--- src/rtl/lagrange_up43.sv ---
// rtl/lagrange_up43.sv - 4/3 cubic Lagrange Farrow upsampler, Q8 arithmetic
// Optional output clamp to [-128,127] when LAGRANGE_UP43_SAT_EN is defined.
module lagrange_up43 (
    input  logic              clk,
    input  logic              reset,
    input  logic signed [7:0] x_in,
    output logic [3:0]        count_o,
    output logic              ena_in_o,
    output logic              ena_out_o,
    output logic [1:0]        phase_o,
    output logic signed [7:0] y_out,
    output logic              y_valid
);

    logic signed [7:0]  xb [4];
    logic signed [7:0]  s  [4];
    logic [7:0]         d1, d2, d3, d4;
    logic               v1, v2, v3, v4;
    logic signed [10:0] c0_2, c1_2, c2_2, c3_2;
    logic signed [10:0] h3, c1_3, c0_3;
    logic signed [10:0] h2, c0_4;

    logic [7:0]         lut_d;
    logic signed [19:0] e0, e1, e2, e3;
    logic signed [19:0] sum1, sum2, sum3;
    logic signed [19:0] p3, p2, p1;
    logic signed [10:0] h3_n, h2_n, yi;
    logic signed [7:0]  y_next;

    always_comb begin
        case (phase_o)
            2'd0:    lut_d = 8'd0;
            2'd1:    lut_d = 8'd192;
            2'd2:    lut_d = 8'd128;
            default: lut_d = 8'd64;
        endcase
    end

    // Each coefficient is one wide sum with a single arithmetic shift at the end.
    always_comb begin
        e0   = 20'(s[0]);
        e1   = 20'(s[1]);
        e2   = 20'(s[2]);
        e3   = 20'(s[3]);
        sum1 = 20'sd256 * e2 - 20'sd85 * e0 - 20'sd128 * e1 - 20'sd43 * e3;
        sum2 = 20'sd128 * e0 - 20'sd256 * e1 + 20'sd128 * e2;
        sum3 = 20'sd128 * e1 + 20'sd43 * e3 - 20'sd43 * e0 - 20'sd128 * e2;
        p3   = 20'(c3_2) * $signed({12'd0, d2});
        h3_n = 11'(p3 >>> 8) + c2_2;
        p2   = 20'(h3) * $signed({12'd0, d3});
        h2_n = 11'(p2 >>> 8) + c1_3;
        p1   = 20'(h2) * $signed({12'd0, d4});
        yi   = 11'(p1 >>> 8) + c0_4;
`ifdef LAGRANGE_UP43_SAT_EN
        if (yi > 11'sd127)
            y_next = 8'sd127;
        else if (yi < -11'sd128)
            y_next = -8'sd128;
        else
            y_next = 8'(yi);
`else
        y_next = 8'(yi);
`endif
    end

    always_ff @(posedge clk or negedge reset) begin
        if (!reset) begin
            count_o   <= '0;
            ena_in_o  <= 1'b0;
            ena_out_o <= 1'b0;
            phase_o   <= '0;
            for (int i = 0; i < 4; i++) begin
                xb[i] <= '0;
                s[i]  <= '0;
            end
            {d1, d2, d3, d4} <= '0;
            {v1, v2, v3, v4} <= '0;
            {c0_2, c1_2, c2_2, c3_2} <= '0;
            {h3, c1_3, c0_3, h2, c0_4} <= '0;
            y_out     <= '0;
            y_valid   <= 1'b0;
        end else begin
            count_o   <= (count_o == 4'd11) ? 4'd0 : count_o + 4'd1;
            ena_in_o  <= (count_o == 4'd3) || (count_o == 4'd7) || (count_o == 4'd11);
            ena_out_o <= (count_o == 4'd2) || (count_o == 4'd5) ||
                         (count_o == 4'd8) || (count_o == 4'd11);

            if (ena_in_o) begin
                xb[0] <= xb[1];
                xb[1] <= xb[2];
                xb[2] <= xb[3];
                xb[3] <= x_in;
            end

            // Snapshot reads pre-shift taps when both strobes coincide.
            v1 <= ena_out_o;
            if (ena_out_o) begin
                for (int i = 0; i < 4; i++) s[i] <= xb[i];
                d1      <= lut_d;
                phase_o <= phase_o + 2'd1;
            end

            v2   <= v1;
            d2   <= d1;
            c0_2 <= 11'(s[1]);
            c1_2 <= 11'(sum1 >>> 8);
            c2_2 <= 11'(sum2 >>> 8);
            c3_2 <= 11'(sum3 >>> 8);

            v3   <= v2;
            d3   <= d2;
            h3   <= h3_n;
            c1_3 <= c1_2;
            c0_3 <= c0_2;

            v4   <= v3;
            d4   <= d3;
            h2   <= h2_n;
            c0_4 <= c0_3;

            y_valid <= v4;
            if (v4) y_out <= y_next;
        end
    end

endmodule

--- config.mk ---
export PLATFORM = sky130hd
export DESIGN_NAME = lagrange_up43
export DESIGN_NICKNAME = d
export VERILOG_FILES = /design/src/rtl/lagrange_up43.sv
export SDC_FILE = /design/constraint.sdc
export NUM_CORES = 1
export LEC_CHECK = 0
export ABC_AREA = 0
export CORE_ASPECT_RATIO = 0.7
export CORE_MARGIN = 8
export CORE_UTILIZATION = 35
export CTS_BUF_LIST = sky130_fd_sc_hd__clkbuf_4
export CTS_CLUSTER_DIAMETER = 150
export CTS_CLUSTER_SIZE = 28
export DETAILED_ROUTE_END_ITERATION = 16
export GPL_TIMING_DRIVEN = 0
export RECOVER_POWER = 25
export SETUP_SLACK_MARGIN = 0.15
export SLEW_MARGIN = 20
export SYNTH_ARGS = -nofsm -noshare
export SYNTH_HDL_FRONTEND = slang
export SYNTH_SLANG_ARGS = --single-unit
--- constraint.sdc ---
create_clock -name clk -period 14.6 [get_ports clk]
set_input_delay 2.92 -clock clk [delete_from_list [all_inputs] [get_ports clk]]
set_output_delay 2.92 -clock clk [all_outputs]
set_load 0.02 [all_outputs]
==> results of run 1 <==
## cells in the final DEF (no fill, tap or decap), types with 25 or more instances in the layout
cell,instances
mux2_2,44
ha_1,284
fa_1,104
nor2_1,46
dfrtp_1,177
o21ai_0,50
and2_1,50
inv_1,251
clkdlybuf4s50_1,25
xnor2_1,67
a21oi_1,51
nand2_1,54
## cells in the mapped netlist (3+ instances only)
| library cell | count | share of area (%) |
|---|---|---|
| and2_1 | 50 | 2.2 |
| inv_1 | 251 | 6.5 |
| a21oi_1 | 51 | 1.8 |
| nand3_1 | 8 | 0.28 |
| nor3_1 | 14 | 0.48 |
| o41ai_1 | 3 | 0.18 |
| dfrtp_1 | 177 | 30 |
| and3_1 | 8 | 0.34 |
| ha_1 | 284 | 24 |
| a21o_1 | 21 | 1.1 |
| o21a_1 | 10 | 0.52 |
| a211oi_1 | 3 | 0.16 |
| nand2b_1 | 3 | 0.13 |
| nor2_1 | 46 | 1.2 |
| mux2_2 | 44 | 3.4 |
| xor2_1 | 23 | 1.4 |
| nand2_1 | 54 | 1.4 |
| o21bai_1 | 12 | 0.62 |
| o21ai_0 | 50 | 1.7 |
| nor2b_1 | 12 | 0.52 |
| clkbuf_1 | 10 | 0.26 |
| buf_1 | 4 | 0.10 |
| fa_1 | 104 | 14 |
| xnor2_1 | 67 | 4.0 |
## cell type report
cell class              instances  area [um2]
multi-input cells             908        9100
clock inverters                13         109
diodes                          1        2.50
flip-flops and latches        177        4430
fillers                      4024       25200
repair buffers                 28         320
well taps                     544         681
clock buffers                  18         135
plain buffers                  15        60.1
inverters                     251         942
## per-stage QoR
| step | instance area, um2 | setup slack, ps | std cells |
|---|---|---|---|
| 5_1_grt | 15800 | 6190 | 1955 |
| 3_3_place_gp | 15500 | 3220 | 1921 |
| 6_report | 15800 | 6680 | 1955 |
| 3_5_place_dp | 15500 | 6790 | 1923 |
| 2_1_floorplan | 14500 | 7620 | 1351 |
| 4_1_cts | 15800 | 6710 | 1954 |
## logic make-up after synthesis
family / after synthesis
XOR/XNOR: 90
multiplexers: 45
AO/OA/AOI/OAI: 175
adder cells (fa/ha/maj): 388
buffers and inverters: 266
AND/OR/NAND/NOR: 210
flip-flops: 177
## worst max-delay path: cells and delay by family (launching register included)
family	cells	cell delay, ps
fa+ha+maj	11	4490
buf+inv	10	790
simple gates	5	770
xor+xnor	2	670
compound gates	3	570
flops	1	480
## per-layer routing
layer  routed length [um]  part of all wire [%]  track usage (%)
met2                11500                    40             17.3
met1                15500                    54             18.5
met5                   13                 0.046                0
met3                 1250                   4.4             3.37
met4                  231                  0.81             2.36
## path summary, 6_finish.rpt
kind                               from       to  slack, ps  cells after the start
worst max-delay path              e3[6]  c1_2[9]       6680                     31
worst min register to register  c0_3[5]  c0_4[5]        360                      0
max in group asynchronous         reset    e0[0]      11420                      3
worst max register to register    e3[6]  c1_2[9]       6680                     31
min in group asynchronous         reset    d4[6]       2150                      1
worst min-delay path            c0_3[5]  c0_4[5]        360                      0
## registers in the layout (all words and copies together), names as in the netlist, 4 cells and up
name / cells
y_out: 8
c0_2: 8
xb: 32
h3: 11
c2_2: 10
e0: 8
c3_2: 10
c1_2: 10
count_o: 4
e1: 8
c0_3: 8
h2: 10
c1_3: 10
e3: 8
e2: 8
c0_4: 8
==> reports/metrics.csv, run 1 <==
stage;metric;value;unit
sta;clock_skew;33.3;ps
yosys;synthArstFlopShare;100;%
placed_design;place.port_buffers;26;
yosys;synth-compound-area-share;7.70;%
critical_path;slowest_stage;fa_1;
route;drc;0;
clock_network;clock_sinks;177;
global_routing;grt_pass1_wl;47.7;mm
clock_network;cts_tree;built;
job;max_cap_viol_count;0;
critical_path;start_kind;flip-flop;
critical_path;criticalPathCategory;flip-flop to flip-flop;
route;ant_nets;0;
route;vias_per_cell;4.58;
placed_design;gp_routability_congestion;0.840;
yosys;ys_ff_latch;177;
final_layout;layout-drive-gt1-share;6.17;%
sta;hold_ws;364;ps
critical_path;crit_fanout;6;
yosys;synth.distinct_cells;56;
final_layout;area_growth;8.59;%
sta;max_clock_freq;0.126;GHz
clock_network;htree_levels;4;
yosys;netlist_instances;1351;
clock_network;cts_max_path_buffers;2;
yosys;avgSynthCellArea;10.8;um2
global_routing;grt_usage;12.3;%
sta;finalCriticalPeriod;7920;ps
sta;hold_viol;0;
clock_network;hold_buffers;0;
route;wl;28.6;mm
yosys;yosysSeqAreaShare;30.5;%
floorplanning;start_util;35.5;%
sta;finalSetupViolations;0;
floorplanning;die_w;260;um
global_routing;grt_start_max_net_pins;83;
min_path;min_path_type;flip-flop to flip-flop;
placed_design;dp_hpwl;23.9;mm
route;drt_iter0_drc;416;
route;wl_per_cell;14.6;um
yosys;synth_warnings;0;
final_layout;final_util;38.5;%
critical_path;endpoint_kind;flip-flop;
global_routing;first_global_vias;9138;
final_layout;final_nets;1796;
clock_network;cts_made_buffers;17;
yosys;synth_area;14500;um2
sta;relSlewSlack;52.7;%
critical_path;cpMostUsedCell;inv_1;
yosys;synthFlopType;dfrtp_1;
global_routing;grt_overflow_total;0;
yosys;synth-xor-area-share;5.43;%
route;vias;8963;
critical_path;cp_slowest_stage_delay;550;ps
floorplanning;die_y;186;um
critical_path;arrival;8420;ps
clock_network;post-cts-setup-buffer-count;0;
yosys;synth_mux_area_share;3.48;%
clock_network;clock_latency;620;ps
yosys;syn-num-nets;1749;
yosys;synth_edf_count;0;
clock_network;worst_setup_hold_path_clk_slew;160;ps
floorplanning;io-pin-count;27;
yosys;yosys.area_share.simple;7.22;%
sta;tightest_slew;701;ps
status;status;completed;
floorplanning;coreArea;41000;um2
floorplanning;die_area;48400;um2
yosys;synth-adder-area-share;38.8;%
yosys;synth_top_family_by_area;adder cells;
floorplanning;core.rowCount;62;
route;firstDrtPassIters;5;
sta;fin_tns_setup;0;ps
sta;fin_crit_sh;54.2;%
global_routing;antenna_found_initial;2;
sta;slew_violations;0;
clock_network;post_cts_resized;0;
critical_path;worst_ep_required_time;15100;ps
clock_network;cts_root_buffer;clkbuf_4;
sta;rsz0062_at_grt;no;
Power of run 1 is not shown: default switching activity piles up to over one toggle a cycle in this logic, so the estimate is an artifact.
==> inputs of run 2 (changes only) <==
==> constraint.sdc (replaced) <==
create_clock -name clk -period 6.9 [get_ports clk]
set_input_delay 1.38 -clock clk [delete_from_list [all_inputs] [get_ports clk]]
set_output_delay 1.38 -clock clk [all_outputs]
set_load 0.02 [all_outputs]
==> run 2 against run 1 <==
Highest routed layer is now met4. Fmax rose by 15%. Global-route usage rose by 0.44 points. Register-to-register slack got worse by 6600 ps. Core utilization rose by 2.6 points. Cell count rose by 2.1%. The run now ends with capacitance limit, slew limit left. Die area did not move. Final area rose by 6.7%. Clock skew rose by 2.2 ps. Via count rose by 3.5%. Routed wire length rose by 5.9%. Critical path type unchanged.
==> reports/metrics.csv, run 2 (synthesis results as in run 1) <==
stage;metric;value;unit;change
global_routing;antenna_found_initial;3;;+1
clock_network;cts_root_buffer;clkbuf_4;;
route;drc;0;;unchanged
floorplanning;core.rowCount;62;;unchanged
placed_design;place.port_buffers;26;;unchanged
sta;finalSetupViolations;0;;unchanged
floorplanning;die_w;260;um;unchanged
final_layout;area_growth;15.9;%;
critical_path;slowest_stage;fa_2;;
critical_path;crit_fanout;4;;-2
global_routing;grt_usage;12.7;%;+0.44 points
sta;fin_crit_sh;99.5;%;+45 points
sta;slew_violations;110;;+110
critical_path;arrival;7370;ps;-1050 ps
clock_network;clock_latency;620;ps;about the same
placed_design;placed_area;15600;um2;+0.15%
route;drt_iter0_drc;436;;+4.8%
clock_network;hold_buffers;0;;unchanged
global_routing;grt_start_max_net_pins;76;;-8.4%
final_layout;most-common-layout-cells;257 x ha_1, 235 x inv_1, 171 x dfrtp_1;;
floorplanning;die_area;48400;um2;unchanged
clock_network;cts_made_buffers;17;;unchanged
sta;rsz0062_at_grt;yes;;
clock_network;worst_setup_hold_path_clk_slew;170;ps;about the same
route;firstDrtPassIters;8;;+3
clock_network;clock_sinks;177;;unchanged
final_layout;layout-drive-gt1-share;16.0;%;+9.8 points
route;vias_per_cell;4.64;;+1.3%
clock_network;cts_max_path_buffers;2;;unchanged
global_routing;grt_pass1_wl;49.4;mm;+3.5%
final_layout;top_register;xb;;
critical_path;crit_family;adder cells;;
critical_path;criticalPathCategory;flip-flop to flip-flop;;
global_routing;grt_overflow_total;0;;unchanged
critical_path;worst_ep_required_time;7410;ps;-7690 ps
floorplanning;coreArea;41000;um2;unchanged
critical_path;cp_slowest_stage_delay;530;ps;-20 ps
final_layout;final_common_cell;ha_1;;
placed_design;dp_hpwl;24.2;mm;+0.87%
route;ant_nets;0;;unchanged
critical_path;start_kind;flip-flop;;
sta;clock_skew;35.6;ps;+2.21 ps
min_path;min_path_type;flip-flop to flip-flop;;
critical_path;cp_num_buf_inv;9;;-1
status;status;finished with violations;;
route;vias;9273;;+3.5%
sta;relSlewSlack;-127;%;-180 points
global_routing;first_global_vias;9443;;+3.3%
final_layout;final_nets;1837;;+2.3%
status;failed_checks;capacitance limit, slew limit;;
min_path;worstHoldPathCells;0;;unchanged
sta;max_clock_freq;0.146;GHz;+15%
final_layout;largest_reg_flops;32;;unchanged
route;wl_per_cell;15.1;um;+3.6%
critical_path;rr_worst_depth;31;;unchanged
job;max_cap_viol_count;2;;+2
floorplanning;die_y;186;um;unchanged
floorplanning;io-pin-count;27;;unchanged
clock_network;cts_tree;built;;
clock_network;htree_levels;4;;unchanged
critical_path;endpoint_kind;flip-flop;;
final_layout;final_area;16800;um2;+6.7%
final_layout;final_util;41.1;%;+2.6 points
final_layout;reg.largest.list;xb x32, h3 x11;;
floorplanning;start_util;35.5;%;unchanged
critical_path;path_depth;31;;unchanged
sta;hold_viol;0;;unchanged
sta;tightest_slew;3410;ps;+2710 ps
placed_design;gp_routability_congestion;0.840;;about the same
sta;finalCriticalPeriod;6870;ps;-1050 ps
route;wl;30.2;mm;+5.9%
[run 2: cell types whose count changed in the layout (fill, tap and decap cells not counted), sizes merged]
cell	change
clkbuf	-3
dlymetal6s4s	+1
bufinv	+1
buf	+43
[run 2: worst register-to-register path, delay by kind of cell (launching register included)]
kind / cells / cell delay, ps
xor+xnor: 2 / 300
simple gates: 2 / 170
fa+ha+maj: 11 / 4100
buf+inv: 9 / 640
flops: 1 / 470
compound gates: 7 / 1080
[run 2: stage by stage]
| step | instances | setup TNS (ps) | setup slack [ps] | hold slack (ps) |
|---|---|---|---|---|
| 6_report | 1997 | 0 | 31.5 | 343 |
| 5_1_grt | 1997 | -401 | -163 | 354 |
| 4_1_cts | 1983 | 0 | 91.4 | 347 |
| 3_5_place_dp | 1923 | -2600 | -571 | 335 |
| 3_3_place_gp | 1921 | -518120 | -2950 | 332 |
| 2_1_floorplan | 1351 | 0 | 133 | 331 |
[run 2: worst paths after layout]
kind	from	to	slack, ps
worst min register to register	c0_3[2]	c0_4[2]	340
worst max-delay path	e3[5]	c1_2[8]	30
max in group asynchronous	reset	e3[4]	1240
min in group asynchronous	reset	d4[6]	1250
worst max register to register	e3[5]	c1_2[8]	30
worst min-delay path	c0_3[2]	c0_4[2]	340
[run 2: cell type report]
class,instances,area (um2)
Buffer,15,71.3
Fill cell,3927,24100
Clock buffer,18,135
Sequential cell,177,4440
Clock inverter,14,153
Timing Repair Buffer,69,636
Inverter,251,947
Multi-Input combinational cell,908,9780
Antenna cell,1,2.50
Tap cell,544,681
[run 2: what timing repair did]
item / CTS / global route
setup buffers: 28 / 13
resized for setup: 66 / 69
pin swaps: 46 / 74
hold endpoints to repair: 0 / 0
setup endpoints to repair: 11 / 15
[run 2: per-layer routing]
metal  track usage [%]  vias up  share of wire, %
li1                  -     4600                 -
met2              18.3      130                43
met1              19.3     4525                52
met4              2.58        0              0.93
met3              2.66       18               4.1
met5                 0        -                 0
Power of run 2 is left out for the same reason.
